### config.mk
export PLATFORM = sky130hd
export DESIGN_NAME = dwc_pcie_axi_rr_arb
export DESIGN_NICKNAME = d
export VERILOG_FILES = /design/src/rtl/dwc_pcie_axi_rr_arb.sv
export SDC_FILE = /design/constraint.sdc
export NUM_CORES = 1
export LEC_CHECK = 0
export CORE_ASPECT_RATIO = 0.8
export CORE_MARGIN = 10
export CORE_UTILIZATION = 25
export CTS_BUF_LIST = sky130_fd_sc_hd__clkbuf_8
export CTS_CLUSTER_SIZE = 14
export DETAILED_ROUTE_END_ITERATION = 7
export PLACE_DENSITY_LB_ADDON = 0.05
export SYNTH_ARGS = -nofsm -noshare
export SYNTH_HDL_FRONTEND = slang
export SYNTH_SLANG_ARGS = --single-unit
### constraint.sdc
create_clock -name clk -period 2.5 [get_ports clk]
set_clock_uncertainty 0.15 [all_clocks]
set_input_delay 0.75 -clock clk [delete_from_list [all_inputs] [get_ports clk]]
set_output_delay 0.75 -clock clk [all_outputs]
set_load 0.1 [all_outputs]
### src/rtl/dwc_pcie_axi_rr_arb.sv
// dwc_pcie_axi_rr_arb
// Burst-locked round-robin arbiter sharing one AXI channel (vld/chanl/rdy)
// between P_NUM_SRC requesters. Arbitration takes one IDLE cycle. The winner
// then owns the channel until its beat flagged last completes the handshake.
module dwc_pcie_axi_rr_arb #(
  parameter  int P_NUM_SRC = 4,
  parameter  int CHAN_WD   = 3,
  parameter  int TP        = 0,
  localparam int GW        = (P_NUM_SRC > 1) ? $clog2(P_NUM_SRC) : 1
) (
  input  logic                           clk,
  input  logic                           rst,
  input  logic                           clrn,
  input  logic [P_NUM_SRC-1:0]           vld_from_src,
  input  logic [P_NUM_SRC*CHAN_WD-1:0]   chanl_from_src,
  input  logic [P_NUM_SRC-1:0]           last_from_src,
  output logic [P_NUM_SRC-1:0]           rdy_to_src,
  output logic                           vld_to_dest,
  output logic [CHAN_WD-1:0]             chanl_to_dest,
  input  logic                           rdy_from_dest,
  output logic [GW-1:0]                  grant_id,
  output logic                           busy
);

  // TP is a simulation delay parameter. This RTL is zero-delay, so the value
  // is accepted for instantiation compatibility and has no effect.
  if (TP < 0) begin : g_tp_neg
  end

  typedef enum logic {S_IDLE = 1'b0, S_LOCK = 1'b1} state_t;

  state_t               r_state;
  state_t               w_state_nxt;
  logic [GW-1:0]        r_ptr;
  logic [GW-1:0]        w_ptr_nxt;
  logic [GW-1:0]        r_grant;
  logic [GW-1:0]        w_grant_nxt;

  logic [GW-1:0]        w_win;
  logic                 w_any;
  logic                 w_g_vld;
  logic                 w_g_last;
  logic [CHAN_WD-1:0]   w_g_chanl;
  logic [P_NUM_SRC-1:0] w_g_oh;
  logic                 w_beat;

  // Round-robin search: first requesting source at or above ptr, wrapping at P_NUM_SRC
  always_comb begin
    int   idx;
    logic found;
    idx   = 0;
    found = 1'b0;
    w_win = '0;
    w_any = |vld_from_src;
    for (int k = 0; k < P_NUM_SRC; k++) begin
      idx = int'(r_ptr) + k;
      if (idx >= P_NUM_SRC) idx = idx - P_NUM_SRC;
      if (!found && vld_from_src[idx]) begin
        found = 1'b1;
        w_win = GW'(idx);
      end
    end
  end

  // Mux out the granted source's signals; compare-based so any P_NUM_SRC works
  always_comb begin
    w_g_vld   = 1'b0;
    w_g_last  = 1'b0;
    w_g_chanl = '0;
    w_g_oh    = '0;
    for (int i = 0; i < P_NUM_SRC; i++) begin
      if (r_grant == GW'(i)) begin
        w_g_vld   = vld_from_src[i];
        w_g_last  = last_from_src[i];
        w_g_chanl = chanl_from_src[i*CHAN_WD +: CHAN_WD];
        w_g_oh[i] = 1'b1;
      end
    end
  end

  assign w_beat = w_g_vld & rdy_from_dest;

  // State, pointer and grant registers; clrn behaves like a synchronous rst
  always_ff @(posedge clk or posedge rst) begin
    if (rst) begin
      r_state <= S_IDLE;
      r_ptr   <= '0;
      r_grant <= '0;
    end else if (!clrn) begin
      r_state <= S_IDLE;
      r_ptr   <= '0;
      r_grant <= '0;
    end else begin
      r_state <= w_state_nxt;
      r_ptr   <= w_ptr_nxt;
      r_grant <= w_grant_nxt;
    end
  end

  // Next state: latch the winner in IDLE, release on the last beat handshake
  always_comb begin
    w_state_nxt = r_state;
    w_ptr_nxt   = r_ptr;
    w_grant_nxt = r_grant;
    case (r_state)
      S_IDLE: begin
        if (w_any) begin
          w_state_nxt = S_LOCK;
          w_grant_nxt = w_win;
        end
      end
      S_LOCK: begin
        if (w_beat && w_g_last) begin
          w_state_nxt = S_IDLE;
          // Explicit wrap so non-power-of-two source counts stay in range
          w_ptr_nxt   = (r_grant == GW'(P_NUM_SRC - 1)) ? '0 : r_grant + 1'b1;
        end
      end
      default: w_state_nxt = S_IDLE;
    endcase
  end

  // Outputs: channel routed from the granted source only while locked
  always_comb begin
    vld_to_dest   = 1'b0;
    chanl_to_dest = '0;
    rdy_to_src    = '0;
    busy          = 1'b0;
    if (r_state == S_LOCK) begin
      vld_to_dest   = w_g_vld;
      chanl_to_dest = w_g_chanl;
      rdy_to_src    = w_g_oh & {P_NUM_SRC{rdy_from_dest}};
      busy          = 1'b1;
    end
  end

  assign grant_id = r_grant;

endmodule

Yosys cells after proc, flatten, opt, wreduce, memory -nomap -nowiden

Cells that the tools add are included.

Register bits after elaboration: 5
Bits of input ports: 24
Output and inout port bits: 11
Logic and storage cells: 94

Add/subtract/negate cells: 8
Order comparisons: 8
Equal/unequal tests: 7
Muxes and demuxes: 54
Bitwise operators: 3
Reduce and logical (&&, ||, !) cells: 11

Operators with widths:

| operator              | count |
|---|---|
| $lt A32 B4 Y1 const B | 4 |
| $mux W32              | 4 |
| $mux W1               | 28 |
| $mux W2               | 11 |
| $mux W3               | 5 |
| $sub A3 B3 Y4 const B | 3 |
| $ge A3 B3 Y1 const B  | 3 |
| $bmux W1 S2           | 4 |
| $add A2 B2 Y3 const B | 2 |
| $ne A2 B1 Y1 const B  | 3 |
| $and A4 B4 Y4         | 1 |
| $eq A2 B2 Y1 const B  | 2 |
| $logic_and A1 B1 Y1   | 4 |
| $mux W4               | 1 |
| $reduce_and A2 Y1     | 2 |
| $reduce_or A4 Y1      | 1 |
| $sub A2 B3 Y4 const B | 1 |
| $add A2 B1 Y3 const B | 1 |
| $ge A2 B3 Y1 const B  | 1 |
| $logic_not A1 Y1      | 3 |
| $add A2 B1 Y2 const B | 1 |
| $eq A2 B1 Y1 const B  | 1 |
| $logic_not A2 Y1      | 1 |
| $ne A2 B2 Y1 const B  | 1 |
| other kinds (3)       | 3 |

Longest topological paths before layout

Gate-level depths: netlist of the first run.

Word-level depth: 18
Mapped depth: 7
Mapped depth without buffers: 6

Least setup slack after synthesis of the first run

No wires, ideal clock.

Path kind: register -> output
Start: register r_grant[1], in the netlist grant_id[1]
End: output port chanl_to_dest[0]
Arrival: 3.397 ns
Data required time: 1.600 ns
Setup slack: -1.797 ns
Cell stages (with the launch flop): 7
Buffers on the path: 0
Cells stage by stage: dfrtp_1 inv_1 ha_1 nor2b_2 a221oi_1 a211o_1 a21oi_1

Cells in the longest elaborated chain, start to end: 6
Elaborated cells between the ends (all ways): 9
Those cells by class: 3 x eq/ne; 5 x mux; 1 x reduce/logical

RTL lines:

| element                | RTL line | text |
|---|---|---|
| from (decl)            | 36       | `logic [GW-1:0] r_grant;` |
| from (signal assigned) | 96       | `r_grant <= w_grant_nxt;` |
| $logic_not A2 Y1       | 72       | `if (r_grant == GW'(i)) begin` |
| $mux W3 (3 in series)  | 72       |  |
| $mux W3 (*)            | 72       |  |
| $mux W3 (*)            | 129      | `if (r_state == S_LOCK) begin` |
| to (decl)              | 19       | `output logic [CHAN_WD-1:0] chanl_to_dest,` |

Every way passes the cells marked *; elsewhere a longest branch is shown, timed or not.

Final worst setup path of the first run

Start: register r_grant[0], in the netlist grant_id[0]
End: output port chanl_to_dest[1]

The elaborated chain is that of the path after synthesis.

==> metrics.yaml, run 1 <==
outcome:
  status: "complete, but fails checks"
  violations: "setup timing"
setup_path:
  cp.arrival_ps: 1870
  r2r_slack_ps: 300
  crit_type: "flip-flop to primary output"
  cp.required_ps: 1600
  setup.worst_path.start_class: "flip-flop"
  cp-end-kind: "primary output"
  cp_max_fo: 6
power_and_ir_drop:
  sequentialPowerShare_pct: 17.3
  power_switching_uw: 211.5
  peakVddDrop_uv: 280.0
  clkPwrFrac_pct: 26.9
  power_uw: 543.5
  power_density_mw_per_mm2: 398.9
  p_sw_share_pct: 38.92
  p_leak_nw: 0.6317
  p_comb_share_pct: 55.8
  p_int_uw: 332.0
logic_synthesis:
  synth_cell_type_count: 29
  synth-seq-cells: 5
  synthCells: 74
  synth-main-ff-cell: "dfrtp_1"
  syn-cell-area_sq_um: 575.6
  syn_area_per_cell_sq_um: 7.778
  synth_edf_count: 0
  syn_nets: 102
  yosysWarnings: 0
  ys_seq_area_share_pct: 21.74
  async_flop_share_pct: 100.0
grt:
  grt_pass1_vias: 703
  grt_overflow_total: 0
  grt_antenna_before_repair: 0
  grt_max_degree: 12
  grt_pass1_wl_um: 3650
  grt_use_total_pct: 9.757
die:
  die_x_um: 73.65
  die_y_um: 62.92
  core.rowCount: 15
  start_util_pct: 26.44
  io_pins: 35
  die_area_sq_mm: 0.004633
  core_sq_mm: 0.002177
timing:
  maxSlewViolCount: 0
  layout_setup_ws_ps: -270.7
  relSlewSlack_pct: 72.66
  holdWs_ps: 467.0
  period_share_pct: 110.8
  tightest_slew_ps: 409.6
  setup_viol: 4
  clock.fmax_mhz: 360.9
  hold_violations: 0
  setup_tns_ps: -989.7
  rsz0062_at_grt: "yes"
  period_needed_ps: 2771
clock_tree:
  cts-buffers-inserted: 3
  h-tree-depth: 1
  cts_tree: "yes"
  clk_path_buf_depth: 2
  insertion_delay_ps: 220
  ctsHoldBuffers: 0
  cts_sinks: 5
  cts-root-buf: "clkbuf_8"
  path_clk_slew_ps: 40
routing:
  num_vias: 732
  post_drt_wl_per_cell_um: 15.23
  route.detailed.drc: 0
  wl_um: 2360
  drtIter0Drc: 45
  dr.pass1.iters: 4
  viasPerCell: 4.723
  ant_nets: 0
flow_run:
  cap_violations: 0
min_path:
  hp-class: "flip-flop to flip-flop"
placement:
  portBuffers: 34
  numPlacedInstances: 143
  gp_congestion: 0.6875
  pre_cts_ws_ps: -416.4
  dp_hpwl_um: 1832
layout:
  area_growth_pct: 136.7
  fin_cells: 155
  drive_above_1_share_pct: 45.38
  final_nets: 159
  antenna_cells: 0
-- what timing repair did --
| action | CTS | global route |
|---|---|---|
| gates resized for setup | 17 | 4 |
| buffers inserted | 5 | 3 |
| pin swaps | 15 | 6 |
| setup endpoints to repair | 8 | 6 |
-- cell usage after synthesis, drive strengths merged (2+ instances only) --
master | number | area [sq um]
buf | 2 | 10.01
dfrtp | 5 | 125.1
nand2 | 11 | 41.29
and3 | 6 | 38.79
inv | 8 | 30.03
mux2i | 4 | 40.04
ha | 4 | 50.05
nor2 | 3 | 11.26
a221oi | 2 | 17.52
a21oi | 8 | 40.04
nor2b | 3 | 21.27
a211o | 3 | 26.28
-- flip-flops by register name, indices dropped and copies added, names as in the netlist --
register	count
r_ptr	2
grant_id	2
r_state	1
-- placed cells by master (no fill, tap or decap), drive strengths merged, types with 2 or more instances in the layout --
master          n
buf            31
nand2          11
dlygate4sd2    11
clkdlybuf4s50  10
inv             9
a21oi           8
and3            6
dfrtp           5
mux2i           4
ha              4
a211o           3
clkbuf          3
nor2b           3
nor2            3
a221oi          2
dlymetal6s2s    2
-- through the flow --
stage          cell area, sq um  util, %
4_1_cts                    1323    60.75
3_3_place_gp               1220    56.03
2_1_floorplan             664.4        -
6_report                   1363    62.59
5_1_grt                    1363    62.59
3_5_place_dp               1220    56.03
-- layout make-up --
type	count	area (sq um)
Inverter	8	35.03
Sequential cell	5	133.9
Clock inverter	1	3.754
Clock buffer	3	41.29
Tap cell	25	31.28
Fill cell	181	814.5
Timing Repair Buffer	54	591.8
Multi-Input combinational cell	59	525.5
-- worst max-delay path, cell delays in order, from the launching register on --
cell and delay [ps]:
dfrtp_4 510, ha_4 210, and3b_2 240, a211oi_2 40
a211o_1 300, a21oi_4 160, buf_12 190
-- worst paths after layout --
check | startpoint | end | cells after the start
max reg2reg | grant_id[0]$_DFFE_PP0P_ | r_ptr[0]$_DFFE_PP0P_ | 10
min | r_ptr[0]$_DFFE_PP0P_ | r_ptr[0]$_DFFE_PP0P_ | 2
max in group asynchronous | rst | grant_id[0]$_DFFE_PP0P_ | 2
min reg2reg | r_ptr[0]$_DFFE_PP0P_ | r_ptr[0]$_DFFE_PP0P_ | 2
min in group asynchronous | rst | r_ptr[1]$_DFFE_PP0P_ | 2
max | grant_id[0]$_DFFE_PP0P_ | chanl_to_dest[1] | 6
-- power groups by stage --
stage	Combinational (mW)	Sequential [mW]	Clock [mW]
floorplan	0.138	0.114	0
global placement	0.281	0.0943	0
detailed placement	0.282	0.0944	0
CTS	0.297	0.0936	0.148
global route	0.318	0.0947	0.154
finish	0.303	0.0938	0.146
-- routing by layer --
layer	part of all wire, %	track usage (%)	vias to the layer above
met5	0	0	-
li1	-	-	380
met1	42	11.89	333
met3	7.1	2.540	0
met4	0	2.791	0
met2	51	16.06	19
-- cells by family after synthesis --
kind of cell / count (synthesis) / synth area share (%)
AO/OA/AOI/OAI: 21 / 27.83
adder cells (fa/ha/maj): 4 / 8.696
buffers and inverters: 10 / 6.957
flip-flops: 5 / 21.74
multiplexers: 4 / 6.957
AND/OR/NAND/NOR: 30 / 27.83
Power figures use the tool's default switching activity.
==> inputs of run 2 (changes only) <==
--- a/config.mk
+++ b/config.mk
@@ -12,6 +12,7 @@
 export CTS_CLUSTER_SIZE = 14
 export DETAILED_ROUTE_END_ITERATION = 7
 export PLACE_DENSITY_LB_ADDON = 0.05
+export REMOVE_ABC_BUFFERS = 1
 export SYNTH_ARGS = -nofsm -noshare
 export SYNTH_HDL_FRONTEND = slang
 export SYNTH_SLANG_ARGS = --single-unit
==> run 2 against run 1 <==
  * The flow still finishes with violations (setup timing)
  * Combinational power fell by 3%
  * Sequential share of layout area fell by 0.53 points
  * Non-clock buffer count rose by 3
  * First-iteration DRC count fell by 20%
  * Sequential power fell by 4.4%
  * Final area fell by 0.28%
  * Die area did not move
  * Sequential cell count did not move
  * Critical path depth rose by 2
  * Critical path type unchanged
  * Largest power group unchanged
==> metrics.yaml, run 2 (synthesized netlist as in run 1, its figures left out) <==
outcome:
  status: "complete, but fails checks"
  violations: "setup timing"
timing:
  maxSlewViolCount: 0  # unchanged
  layout_setup_ws_ps: -204.0  # +66.75 ps
  hold_violations: 0  # unchanged
  holdWs_ps: 417.7  # -49.29 ps
  period_share_pct: 108.2  # -2.7 points
  relSlewSlack_pct: 71.96  # -0.70 points
  clock.fmax_mhz: 369.8  # +2.5%
  setup_viol: 4  # unchanged
  setup_tns_ps: -767.2  # +222.5 ps
  period_needed_ps: 2704  # -66.75 ps
  tightest_slew_ps: 416.8  # +7.179 ps
  rsz0062_at_grt: "yes"
power_and_ir_drop:
  p_leak_nw: 0.6325  # +0.13%
  power_density_mw_per_mm2: 393.1  # -1.5%
  peakVddDrop_uv: 375.1  # +34%
  power_uw: 534.1  # -1.7%
  p_comb_share_pct: 55.0  # -0.8 points
  power_switching_uw: 209.1  # -1.2%
  p_sw_share_pct: 39.15  # +0.23 points
  clkPwrFrac_pct: 28.2  # +1.3 points
  p_int_uw: 325.0  # -2.1%
  sequentialPowerShare_pct: 16.8  # -0.5 points
setup_path:
  crit_type: "flip-flop to primary output"
  crit_chain: "inv_2, ha_4, buf_6, and3b_2, a211oi_2, a211o_1, a21oi_2, buf_12"
  cp_max_fo: 3  # -3
  critPathSlowestCell: "dfrtp_1"
  cp.arrival_ps: 1800  # -70 ps
  max_stage_delay_ps: 410  # -100 ps
  cp.required_ps: 1600  # about the same
  cp-end-kind: "primary output"
  setup.worst_path.start_class: "flip-flop"
die:
  die_y_um: 62.92  # unchanged
  io_pins: 35  # unchanged
  core.rowCount: 15  # unchanged
  core_sq_mm: 0.002177  # unchanged
  die_x_um: 73.65  # unchanged
  die_area_sq_mm: 0.004633  # unchanged
  start_util_pct: 26.44  # unchanged
routing:
  dr.pass1.iters: 4  # unchanged
  route.detailed.drc: 0  # unchanged
  post_drt_wl_per_cell_um: 14.66  # -3.7%
  wl_um: 2317  # -1.8%
  num_vias: 739  # +0.96%
  drtIter0Drc: 36  # -20%
  ant_nets: 0  # unchanged
  viasPerCell: 4.677  # -0.96%
layout:
  final_common_cell: "buf_4"
  area_growth_pct: 136.1
  final_nets: 162  # +1.9%
  drive_above_1_share_pct: 42.86  # -2.5 points
  regArea_sq_um: 126.4  # -5.6%
  nFillCells: 187  # +3.3%
  multi_input_area_sq_um: 505.5  # -3.8%
  fin_cells: 158  # +1.9%
  final_core_util_pct: 62.41  # -0.17 points
  final_cell_mix: "buf_4 (20), dlygate4sd2_1 (13), nand2_1 (11), buf_12 (11), clkdlybuf4s50_1 (10)"
  antenna_cells: 0  # unchanged
min_path:
  hp-class: "flip-flop to flip-flop"
clock_tree:
  insertion_delay_ps: 220  # about the same
  path_clk_slew_ps: 40  # about the same
  cts_sinks: 5  # unchanged
  cts-root-buf: "clkbuf_8"
  clk_path_buf_depth: 2  # unchanged
  cts-buffers-inserted: 3  # unchanged
  cts_tree: "yes"
  h-tree-depth: 1  # unchanged
grt:
  grt_antenna_before_repair: 0  # unchanged
  grt_use_total_pct: 9.723  # -0.034 points
  grt_overflow_total: 0  # unchanged
  grt_max_degree: 12  # unchanged
  grt_pass1_vias: 794  # +13%
  grt_pass1_wl_um: 3726  # +2.1%
flow_run:
  cap_violations: 0  # unchanged
placement:
  numPlacedInstances: 147  # +2.8%
  gp_congestion: 0.6742  # -1.9%
  portBuffers: 34  # unchanged
  dp_hpwl_um: 1793  # -2.1%
run 2: changes by cell type in the layout (fill, tap and decap cells not counted), sizes merged:
| cell | previous run | this run |
|---|---|---|
| dlymetal6s2s | 2 | 0 |
| dlygate4sd2 | 11 | 13 |
| buf | 31 | 34 |
run 2: cell type report:
class                           instances  area share [%]
Timing Repair Buffer                   57           45.49
Multi-Input combinational cell         59           37.20
Sequential cell                         5           9.300
Clock buffer                            3           3.039
Inverter                                8           2.394
Tap cell                               25           2.302
Clock inverter                          1          0.2762
run 2: repair_timing:
item / in CTS / in global routing
pin swaps: 16 / 2
setup buffers: 7 / 2
resized for setup: 37 / 1
hold buffers: 0 / 0
setup endpoints to repair: 8 / 4
run 2: worst max-delay path, delay by kind of cell (launching register included):
kind / cells / cell delay [ps]
AOI/OAI and AO/OA: 3 / 470
adders and majority gates: 1 / 140
buffers and inverters: 3 / 390
DFF: 1 / 410
and+or+nand+nor: 1 / 170
run 2: metrics by stage:
step           worst slack (ps)  cell area [sq um]
5_1_grt                  -292.2               1359
4_1_cts                  -225.8               1340
2_1_floorplan             -1797              565.5
3_5_place_dp             -491.5               1167
3_3_place_gp             -482.9               1167
6_report                 -204.0               1359
run 2: final timing paths:
path                                         start                 endpoint  slack, ps  depth (start not counted)
hold / removal                r_ptr[0]$_DFFE_PP0P_     r_ptr[0]$_DFFE_PP0P_        420                          2
hold reg to reg               r_ptr[0]$_DFFE_PP0P_     r_ptr[0]$_DFFE_PP0P_        420                          2
setup / recovery           grant_id[1]$_DFFE_PP0P_         chanl_to_dest[1]       -200                          8
min in group asynchronous                      rst  grant_id[0]$_DFFE_PP0P_        580                          2
setup reg to reg           grant_id[0]$_DFFE_PP0P_     r_ptr[0]$_DFFE_PP0P_        470                          8
max in group asynchronous                      rst  grant_id[0]$_DFFE_PP0P_       1440                          2
run 2: routing by layer:
metal,routed length [um],vias to the layer above,track usage (%),part of all wire [%]
li1,-,382,-,-
met2,1078,23,15.32,47
met3,161,2,3.492,6.9
met4,15,0,2.791,0.65
met1,1061,332,11.88,46
met5,0,-,0,0
run 2: power groups by stage:
| stage | logic [mW] | registers (mW) | clock network, mW |
|---|---|---|---|
| finish | 0.294 | 0.0897 | 0.151 |
| global route | 0.311 | 0.0900 | 0.162 |
| CTS | 0.292 | 0.0895 | 0.152 |
| detailed placement | 0.270 | 0.0895 | 0 |
| global placement | 0.269 | 0.0893 | 0 |
| floorplan | 0.119 | 0.111 | 0 |
